[src/rtl/imm_enc.sv]
// -----------------------------------------------------------------------------
// imm_enc -- RISC-V immediate field encoder with 2-entry output buffer
//
// Purpose:
//   Inserts a signed immediate into the I/S/B-type field positions of a base
//   instruction word. This is the inverse of the immediate extend stage.
//   Immediates that would not survive a round trip through the extend stage
//   are flagged on RangeErr. Words that raise RangeErr are still encoded from
//   the low immediate bits and still emitted. The output side has an output
//   register plus a skid register. Because of this, InReady is a registered
//   signal with no combinational path from OutReady.
//
// Build option:
//   IMM_ENC_STATS_EN -- when defined, the EncCount and ErrCount registers are
//   built. When undefined, both outputs are tied to 0. Encoding, handshake and
//   RangeErr are identical in both builds.
//
// Ports:
//   clk        in   system clock, rising edge
//   rst_n      in   asynchronous active-low reset (synchronous release expected)
//   InValid    in   input transaction valid
//   InReady    out  block can accept input this cycle (registered)
//   ImmSrc     in   00 I-type, 01 S-type, 10 B-type, 11 reserved
//   Imm        in   signed immediate (byte offset for B-type)
//   BaseInstr  in   opcode/rd/rs/funct fields; immediate positions ignored
//   OutValid   out  encoded word valid
//   OutReady   in   consumer accepts the word
//   InstrOut   out  encoded instruction
//   RangeErr   out  sideband of InstrOut: immediate not representable
//   EncCount   out  accepted transactions, wraps
//   ErrCount   out  accepted transactions with RangeErr, saturates at 255
// -----------------------------------------------------------------------------
module imm_enc #(
    parameter int INSTRUCTION_WIDTH = 32,
    parameter int CNT_WIDTH         = 16
) (
    input  logic                         clk,
    input  logic                         rst_n,
    input  logic                         InValid,
    output logic                         InReady,
    input  logic [1:0]                   ImmSrc,
    input  logic [INSTRUCTION_WIDTH-1:0] Imm,
    input  logic [INSTRUCTION_WIDTH-1:0] BaseInstr,
    output logic                         OutValid,
    input  logic                         OutReady,
    output logic [INSTRUCTION_WIDTH-1:0] InstrOut,
    output logic                         RangeErr,
    output logic [CNT_WIDTH-1:0]         EncCount,
    output logic [7:0]                   ErrCount
);

    localparam int W = INSTRUCTION_WIDTH;

    localparam logic [1:0] SRC_I = 2'b00;
    localparam logic [1:0] SRC_S = 2'b01;
    localparam logic [1:0] SRC_B = 2'b10;

    typedef enum logic [1:0] {
        ST_EMPTY = 2'd0,
        ST_ONE   = 2'd1,
        ST_TWO   = 2'd2
    } state_t;

    // -------------------------------------------------------------------------
    // Range check.
    // A value fits in an N-bit signed field when every bit from N-1 upward
    // equals the sign bit. same_as_msb[gi] marks each bit that agrees with
    // Imm[W-1].
    // -------------------------------------------------------------------------
    logic [W-1:11] same_as_msb;

    generate
        for (genvar gi = 11; gi < W; gi++) begin : g_sign
            assign same_as_msb[gi] = ~(Imm[gi] ^ Imm[W-1]);
        end
    endgenerate

    logic fits_12; // Imm[31:11] all equal: fits 12-bit signed (I/S)
    logic fits_13; // Imm[31:12] all equal: fits 13-bit signed (B)

    assign fits_12 = &same_as_msb;
    assign fits_13 = &same_as_msb[W-1:12];

    // -------------------------------------------------------------------------
    // Field placement. This path is combinational from the inputs and is
    // sampled into the buffer on accept.
    // -------------------------------------------------------------------------
    logic [W-1:0] enc_word;
    logic         enc_err;

    always_comb begin
        enc_word = BaseInstr;
        enc_err  = 1'b0;
        case (ImmSrc)
            SRC_I: begin
                enc_word[31:20] = Imm[11:0];
                enc_err         = ~fits_12;
            end
            SRC_S: begin
                enc_word[31:25] = Imm[11:5];
                enc_word[11:7]  = Imm[4:0];
                enc_err         = ~fits_12;
            end
            SRC_B: begin
                enc_word[31]    = Imm[12];
                enc_word[30:25] = Imm[10:5];
                enc_word[11:8]  = Imm[4:1];
                enc_word[7]     = Imm[11];
                // Branch offsets must be halfword aligned: bit 0 has no field.
                enc_err         = ~fits_13 | Imm[0];
            end
            default: begin
                // The reserved selector passes the base word through and flags it.
                enc_word = BaseInstr;
                enc_err  = 1'b1;
            end
        endcase
    end

    // -------------------------------------------------------------------------
    // Buffer control
    // -------------------------------------------------------------------------
    state_t state_reg, state_next;
    logic   in_ready_reg, in_ready_next;

    logic   accept;
    logic   pop;
    logic   load_out_new;  // new word goes to the output register
    logic   load_skid;     // new word is parked in the skid register
    logic   load_out_skid; // skid register moves to the output register

    assign OutValid = (state_reg != ST_EMPTY);
    assign InReady  = in_ready_reg;
    assign accept   = InValid & in_ready_reg;
    assign pop      = OutValid & OutReady;

    always_comb begin
        state_next    = state_reg;
        load_out_new  = 1'b0;
        load_skid     = 1'b0;
        load_out_skid = 1'b0;
        case (state_reg)
            ST_EMPTY: begin
                if (accept) begin
                    state_next   = ST_ONE;
                    load_out_new = 1'b1;
                end
            end
            ST_ONE: begin
                if (accept && pop) begin
                    load_out_new = 1'b1;
                end else if (accept) begin
                    state_next = ST_TWO;
                    load_skid  = 1'b1;
                end else if (pop) begin
                    state_next = ST_EMPTY;
                end
            end
            ST_TWO: begin
                // InReady is low here, so no accept can arrive.
                if (pop) begin
                    state_next    = ST_ONE;
                    load_out_skid = 1'b1;
                end
            end
            default: begin
                state_next = ST_EMPTY;
            end
        endcase
        // InReady is registered from the next state, so it never depends
        // combinationally on OutReady.
        in_ready_next = (state_next != ST_TWO);
    end

    always_ff @(posedge clk or negedge rst_n) begin
        if (!rst_n) begin
            state_reg    <= ST_EMPTY;
            in_ready_reg <= 1'b1;
        end else begin
            state_reg    <= state_next;
            in_ready_reg <= in_ready_next;
        end
    end

    // -------------------------------------------------------------------------
    // Data registers
    // -------------------------------------------------------------------------
    logic [W-1:0] out_word_reg;
    logic         out_err_reg;
    logic [W-1:0] skid_word_reg;
    logic         skid_err_reg;

    always_ff @(posedge clk or negedge rst_n) begin
        if (!rst_n) begin
            out_word_reg  <= '0;
            out_err_reg   <= 1'b0;
            skid_word_reg <= '0;
            skid_err_reg  <= 1'b0;
        end else begin
            if (load_out_new) begin
                out_word_reg <= enc_word;
                out_err_reg  <= enc_err;
            end else if (load_out_skid) begin
                out_word_reg <= skid_word_reg;
                out_err_reg  <= skid_err_reg;
            end
            if (load_skid) begin
                skid_word_reg <= enc_word;
                skid_err_reg  <= enc_err;
            end
        end
    end

    assign InstrOut = out_word_reg;
    assign RangeErr = out_err_reg;

    // -------------------------------------------------------------------------
    // Statistics
    // -------------------------------------------------------------------------
`ifdef IMM_ENC_STATS_EN
    logic [CNT_WIDTH-1:0] enc_cnt_reg;
    logic [7:0]           err_cnt_reg;

    always_ff @(posedge clk or negedge rst_n) begin
        if (!rst_n) begin
            enc_cnt_reg <= '0;
            err_cnt_reg <= '0;
        end else if (accept) begin
            enc_cnt_reg <= enc_cnt_reg + 1'b1;
            if (enc_err && (err_cnt_reg != 8'hFF)) begin
                err_cnt_reg <= err_cnt_reg + 8'd1;
            end
        end
    end

    assign EncCount = enc_cnt_reg;
    assign ErrCount = err_cnt_reg;
`else
    assign EncCount = '0;
    assign ErrCount = '0;
`endif

endmodule

[config.mk]
export PLATFORM = sky130hd
export DESIGN_NAME = imm_enc
export DESIGN_NICKNAME = d
export VERILOG_FILES = /design/src/rtl/imm_enc.sv
export SDC_FILE = /design/constraint.sdc
export NUM_CORES = 1
export LEC_CHECK = 0
export ABC_AREA = 1
export CORE_MARGIN = 4
export CORE_UTILIZATION = 49
export DETAILED_ROUTE_END_ITERATION = 7
export PLACE_DENSITY = 0.95
export SYNTH_ARGS = -nofsm -noshare
export SYNTH_HDL_FRONTEND = slang
export SYNTH_SLANG_ARGS = --single-unit
[constraint.sdc]
create_clock -name clk -period 4.5 [get_ports clk]
set_input_delay 0.9 -clock clk [delete_from_list [all_inputs] [get_ports clk]]
set_output_delay 0.9 -clock clk [all_outputs]
set_load 0.01 [all_outputs]
# Word level (Yosys, flattened, before mapping)
# Index checks and enable logic that the tools add are counted.
# totals
register_bits	69
in_bits	70
output_inout_bits	59
wordCells	85
# op_classes
n_eq_ne	5
mux	21
bitwise_logic	45
n_reduce_logical	8
# op_table
cell	count
$mux 32	2
$not 1->1	22
$reduce_and 20->1	1
$xor 1x1->1	20
$reduce_and 19->1	1
$pmux 7 s2	1
$mux 2	5
$pmux 5 s2	1
$mux 1	8
$pmux 2 s3	1
$mux 5	1
$eq 2x1->1 const B	2
$eq 2x2->1 const B	2
$logic_not 2->1	2
$pmux 1 s2	2
$reduce_bool 2->1	2
$and 1x1->1	2
$ne 2x2->1 const B	1
$reduce_or 2->1	1
$logic_and 1x1->1	1
$or 1x1->1	1

# Longest topological paths before layout
# Gate-level depths: netlist of run 1.
# depth
word_depth	7
mapped_depth	12
mapped_depth_nobuf	11

# Worst setup path before layout of run 1
# No wires, ideal clock.
# synth_timing
kind	input-to-reg
startpoint	input port ImmSrc[0]
endpoint	register out_word_reg[31], in the netlist InstrOut[31]
arrival_time_ps	1995
path_slack_ps	2380
cell_stages	8
n_path_buf	1
path_cell_list	inv_1 -> ha_1 -> buf_2 -> or2_2 -> a22oi_1 -> o21ai_0 -> a22oi_1 -> nand2_1
# synth_via
elab_chain_len	4
elab_cells_between_ends	6
cone_classes	2 x eq/ne; 2 x mux; 2 x reduce/logical
# synth_rtl
element	line_no	rtl
from (decl)	41	input logic [1:0] ImmSrc,
$eq 2x1->1 / $logic_not 2->1 (equally long branches)	94	case (ImmSrc)
$reduce_or 2->1 (no source line)	-	
$pmux 7 s2 *	94	
$mux 32 *	200	if (load_out_new) begin
to (signal assigned)	201	out_word_reg <= enc_word;
to (signal assigned)	204	out_word_reg <= skid_word_reg;
to (decl)	188	logic [W-1:0] out_word_reg;
# Every way passes the cells marked *; elsewhere a longest branch is shown, timed or not.
# A chain may end at the register's enable or synchronous reset.

# Worst setup path in the final report of run 1
# layout_timing
startpoint	input port InValid
endpoint	register out_word_reg[16], in the netlist InstrOut[16]
# layout_via
elab_chain_len	5
elab_cells_between_ends	7
cone_classes	4 x mux; 1 x bitwise; 2 x reduce/logical
# layout_rtl
element	line_no	rtl
from (decl)	39	input logic InValid,
$and 1x1->1 *	134	assign accept = InValid & in_ready_reg;
$logic_and 1x1->1	150	if (accept && pop) begin
$mux 1	150	
$pmux 1 s2 *	142	case (state_reg)
$mux 32 / $reduce_bool 2->1 (equally long branches)	-	
# Marks and branches as above.

==> flow_summary.json, run 1 <==
{
  "nFillCells": 506,
  "slowest_delay_ps": 450,
  "clockBufferDepth": 2,
  "cts_resized": 0,
  "ir_drop_uv": 217,
  "dieArea_um2": 8730,
  "synth_enable_flop_cells": 0,
  "reg2reg_depth": 8,
  "crit_fanout": 34,
  "ys_async_sr_fraction_pct": 100,
  "ant_nets": 0,
  "rsz0062_at_grt": "no",
  "coreArea_um2": 6940,
  "dieHeight_um": 93.5,
  "cts_hold_buffers": 0,
  "worstPathCellList": "clkdlybuf4s50_1 > nand2_1 > nor2_2 > inv_2 > nor2_4 > inv_2 > nand2_2 > inv_2 > a221o_1",
  "first_global_vias": 3303,
  "post-place-ws_ps": 1480,
  "r2r_setup_slack_ps": 2320,
  "hold_viol": 0,
  "finalSetupViolCount": 0,
  "fin_skew_ps": 8.31,
  "grt_pass1_wl_um": 15900,
  "antenna_found_initial": 0,
  "cts_buffers": 9,
  "route.met2.wl_um": 5200,
  "synth_area_um2": 3580,
  "fin_cells": 630,
  "layout-area-overhead-vs-synth_pct": 32.9,
  "place_hpwl_um": 7110,
  "crit-reg2reg-launch": "InReady",
  "htreeDepth": 3,
  "min_from": "skid_word_reg[31]",
  "cp_slowest_cell": "clkdlybuf4s50_1",
  "tns_ps": 0,
  "yosysUniqueCellTypes": 31,
  "wl_met3_um": 853,
  "post_cts_buffers": 0,
  "dp_cells": 614,
  "status": "complete, no violations",
  "dr.max_layer_used": "met4",
  "min_path_type": "flop to flop",
  "viasPerCell": 5.24,
  "track_usage_pct": 23.2,
  "cts-root-buf": "clkbuf_8",
  "portBuffers": 104,
  "initial_core_util_pct": 51.5,
  "multi_input_area_um2": 1450,
  "rows": 30,
  "synth.yosys.seq_area_share_pct": 48.3,
  "crit_top_cell": "inv_2",
  "grt_max_degree": 44,
  "die_width_um": 93.5,
  "detail_route.first_pass.iterations": 5,
  "rr_endpoint": "InstrOut[16]",
  "relSlewSlack_pct": 39.8,
  "first_iter_violations": 302,
  "max_cap_violations": 0,
  "wl_per_cell_um": 15.6,
  "vias": 3300,
  "startpoint_type": "primary input",
  "clkSlewWorstSetupHoldPaths_ps": 70,
  "layout.nets": 603,
  "drt_wl_total_um": 9840,
  "power_leakage_nw": 2.29,
  "clock_latency_ps": 350,
  "p_per_area_nw_per_um2": 553,
  "num_antenna_cells": 0,
  "fin_crit_ps": 2660,
  "crit_buf_inv": 4,
  "drt-met1-wl_um": 3560,
  "synth_cells": 432,
  "path_delay_family": "buffers and inverters",
  "yosys_warnings": 0,
  "clkSinkCount": 69,
  "fin_ws_ps": 1840,
  "crit_arrival_ps": 2880,
  "slew_viol_final": 0,
  "whs_path_depth": 2,
  "tightest_slew_ps": 903,
  "seqCellArea_um2": 1730,
  "ys.flop_type": "dfrtp_1",
  "post_route_cells_drive_above_1_share_pct": 5.62,
  "fmax_mhz": 376,
  "crit_type": "primary input to flop",
  "io-pin-count": 129,
  "utilization_pct": 68.5,
  "hold_ws_ps": 490,
  "ys_ff_latch": 69,
  "avgSynthCellArea_um2": 8.28,
  "post-route-drc-count": 0,
  "place_congestion": 0.888,
  "setup.worst_path.end_class": "flop",
  "required_ps": 4720,
  "post-route-period-util_pct": 59.1,
  "gr-total-overflow": 0,
  "hold_end": "skid_word_reg[31]",
  "cts_tree": "done"
}
==> placed cells by master (no fill, tap or decap), drive strengths merged, types with 3 or more instances in the layout <==
cell / count
nor2: 44
ha: 4
conb: 24
o211ai: 10
o21ai: 38
dfrtp: 68
nand2: 119
mux2i: 4
inv: 54
nand3: 15
clkbuf: 13
xnor2: 3
clkdlybuf4s50: 103
a221o: 20
==> report_power, final <==
| group | internal (mW) | switching, mW | total [mW] |
|---|---|---|---|
| clock | 0.301 | 0.229 | 0.529 |
| sequential | 0.909 | 0.172 | 1.08 |
| combinational | 0.505 | 0.511 | 1.02 |
==> worst min-delay path, cell delays in order, from the launching register on <==
cell	delay [ps]
dfrtp_1	340
nand2_1	60
nand2_1	60
==> layout make-up <==
| type | count | share of cell area, % |
|---|---|---|
| multi-input cells | 290 | 30.5 |
| well taps | 96 | 2.53 |
| clock inverters | 3 | 0.895 |
| repair buffers | 105 | 21.9 |
| flip-flops and latches | 69 | 36.3 |
| inverters | 54 | 4.26 |
| clock buffers | 13 | 3.55 |
==> metrics by stage <==
step	area, µm²	total power [mW]
after floorplan	3660	1.59
after global placement	4540	2.01
after detailed placement	4540	2.09
after CTS	4750	2.63
after global routing	4750	2.79
final	4750	2.63
==> cells in the mapped netlist, drive strengths merged, types with 4 or more instances <==
cell type	count	area share [%]
nand2	119	13
dfrtp	68	48
inv	54	5.7
nor2	44	5.3
buf	39	7.6
o21ai	38	5.3
a221o	20	5.6
nand3	15	2.1
o211ai	10	2.1
ha	4	1.4
mux2i	4	1.1
==> cells by family after synthesis <==
| family | share of synthesized area (%) |
|---|---|
| other | 0.105 |
| and+or+nand+nor | 20.4 |
| adders and majority gates | 1.40 |
| DFF | 48.3 |
| AOI/OAI and AO/OA | 14.3 |
| muxes | 1.12 |
| buffers and inverters | 13.6 |
| xor gates and xnor gates | 0.734 |
==> worst max path at each step <==
stage	start	end	slack, ps	cells past startpoint
2_1_floorplan	ImmSrc[0]	InstrOut[31]	2380	8
3_3_place_gp	InValid	InstrOut[19]	1580	9
3_5_place_dp	InValid	InstrOut[5]	1480	9
4_1_cts	InValid	InstrOut[5]	1840	9
5_1_grt	OutReady	skid_word_reg[3]	1710	7
6_report	InValid	InstrOut[16]	1840	9
==> routing by layer <==
layer	GRT usage, %	vias to the layer above
li1	-	1537
met1	26.8	1555
met2	41.2	184
met3	6.03	24
met4	8.06	0
met5	0	-
No activity file was read; power rests on OpenSTA's default activity.
==> inputs of run 2 (changes only) <==
Settings changed: CORE_UTILIZATION 49 to 45, PLACE_DENSITY 0.95 to 0.92.
Clock period 4.5 ns to 2.7 ns, I/O delays scaled along.
==> flow_summary.json, run 2 (synthesis results as in run 1) <==
{
  "status": "complete, no violations",
  "post-route-drc-count": 0,
  "tns_ps": 0,
  "hold_ws_ps": 176,
  "portBuffers": 104,
  "ant_nets": 0,
  "num_antenna_cells": 0,
  "relSlewSlack_pct": 50.3,
  "vias": 3201,
  "slew_viol_final": 0,
  "io-pin-count": 129,
  "viasPerCell": 4.99,
  "layout_common_cells": "117 x nand2_1, 103 x clkdlybuf4s50_1, 68 x dfrtp_1, 49 x inv_1, 40 x nor2_1",
  "finalSetupViolCount": 0,
  "crit_top_cell": "nand2_1",
  "grt_pass1_wl_um": 15000,
  "max_cap_violations": 0,
  "cts-root-buf": "clkbuf_8",
  "die_width_um": 97.2,
  "first_iter_violations": 111,
  "first_global_vias": 3237,
  "cts_buffers": 9,
  "gr-total-overflow": 0,
  "placed_area_um2": 4600,
  "startpoint": "Imm[31]",
  "post-route-period-util_pct": 76.2,
  "layout.nets": 609,
  "reg2reg_depth": 5,
  "place_congestion": 0.845,
  "crit_cells": 12,
  "required_ps": 2940,
  "coreArea_um2": 7730,
  "final_common_cell": "nand2_1",
  "ir_drop_uv": 486,
  "path_delay_family": "buffers and inverters",
  "clkSinkCount": 69,
  "power.total_mw": 4.32,
  "post_route_cells_drive_above_1_share_pct": 6.85,
  "initial_core_util_pct": 46.3,
  "htreeDepth": 3,
  "crit_buf_inv": 2,
  "place_hpwl_um": 6660,
  "drt_wl_total_um": 9040,
  "cp_slowest_cell": "clkdlybuf4s50_1",
  "detail_route.first_pass.iterations": 5,
  "nFillCells": 641,
  "dieHeight_um": 97.2,
  "min_path_type": "primary input to asynchronous set/reset pin",
  "crit_fanout": 14,
  "dp_cells": 626,
  "fin_crit_ps": 2060,
  "track_usage_pct": 19.4,
  "crit_type": "primary input to flop",
  "fin_ws_ps": 641,
  "dieArea_um2": 9440,
  "rsz0062_at_grt": "no",
  "crit_arrival_ps": 2300,
  "crit-reg2reg-launch": "state_reg[1]",
  "power_leakage_nw": 2.32,
  "clock_latency_ps": 340,
  "clkSlewWorstSetupHoldPaths_ps": 80,
  "rows": 32,
  "grt_max_degree": 44,
  "endpoint": "RangeErr",
  "post-place-ws_ps": 332,
  "hold_viol": 0,
  "slowest_delay_ps": 810,
  "cts_hold_buffers": 0,
  "antenna_found_initial": 0,
  "rr_endpoint": "InstrOut[16]",
  "cts_resized": 0,
  "post_cts_buffers": 0,
  "fmax_mhz": 486,
  "clockBufferDepth": 2,
  "fin_skew_ps": 7.74,
  "worstPathCellList": "clkdlybuf4s50_1 > inv_1 > nand2_1 > nand2_1 > nor2_1 > nand2_1 > nor2_1 > nand2_1 > nand2_1 > nand4_1 > nand2_1 > nand2_1",
  "fin_cells": 642,
  "layout-area-overhead-vs-synth_pct": 34.2,
  "p_per_area_nw_per_um2": 899,
  "tightest_slew_ps": 745,
  "design_area_um2": 4800,
  "setup.worst_path.end_class": "flop",
  "cts_tree": "done",
  "startpoint_type": "primary input",
  "r2r_setup_slack_ps": 1000,
  "wl_per_cell_um": 14.1,
  "utilization_pct": 62.1
}
run 2: cell count changes in the layout (fill, tap and decap cells not counted):
cell and delta:
buf_4 +6, clkbuf_8 -2, inv_6 +2, clkbuf_1 -1
clkinv_4 +1
run 2: layout make-up:
cell class                      count  area, µm²  area share [%]
Multi-Input combinational cell    290       1450            30.2
Tap cell                          102        128            2.66
Timing Repair Buffer              111       1090            22.7
Clock buffer                       10        138            2.87
Clock inverter                      6       68.8            1.43
Sequential cell                    69       1730            36.0
Inverter                           54        203            4.22
run 2: power by group:
group	switching (mW)	internal (mW)	total, mW	leakage (nW)
clock network	0.418	0.458	0.876	0.103
registers	0.254	1.51	1.77	0.863
logic	0.814	0.859	1.67	1.35
total	1.49	2.83	4.32	2.32
run 2: routing by layer:
metal  GRT usage (%)  routed length (µm)
met3            5.10                 603
met1            23.2                3720
met4            8.21                 332
met5               0                   0
met2            32.9                4380
run 2: how the worst min path moves through the flow:
stage                              endpoint  slack, ps
after floorplan                 InstrOut[0]        240
after global placement    skid_word_reg[31]        470
after detailed placement           RangeErr        470
after CTS                  skid_word_reg[4]        170
after global routing       skid_word_reg[0]        200
final                      skid_word_reg[2]        180
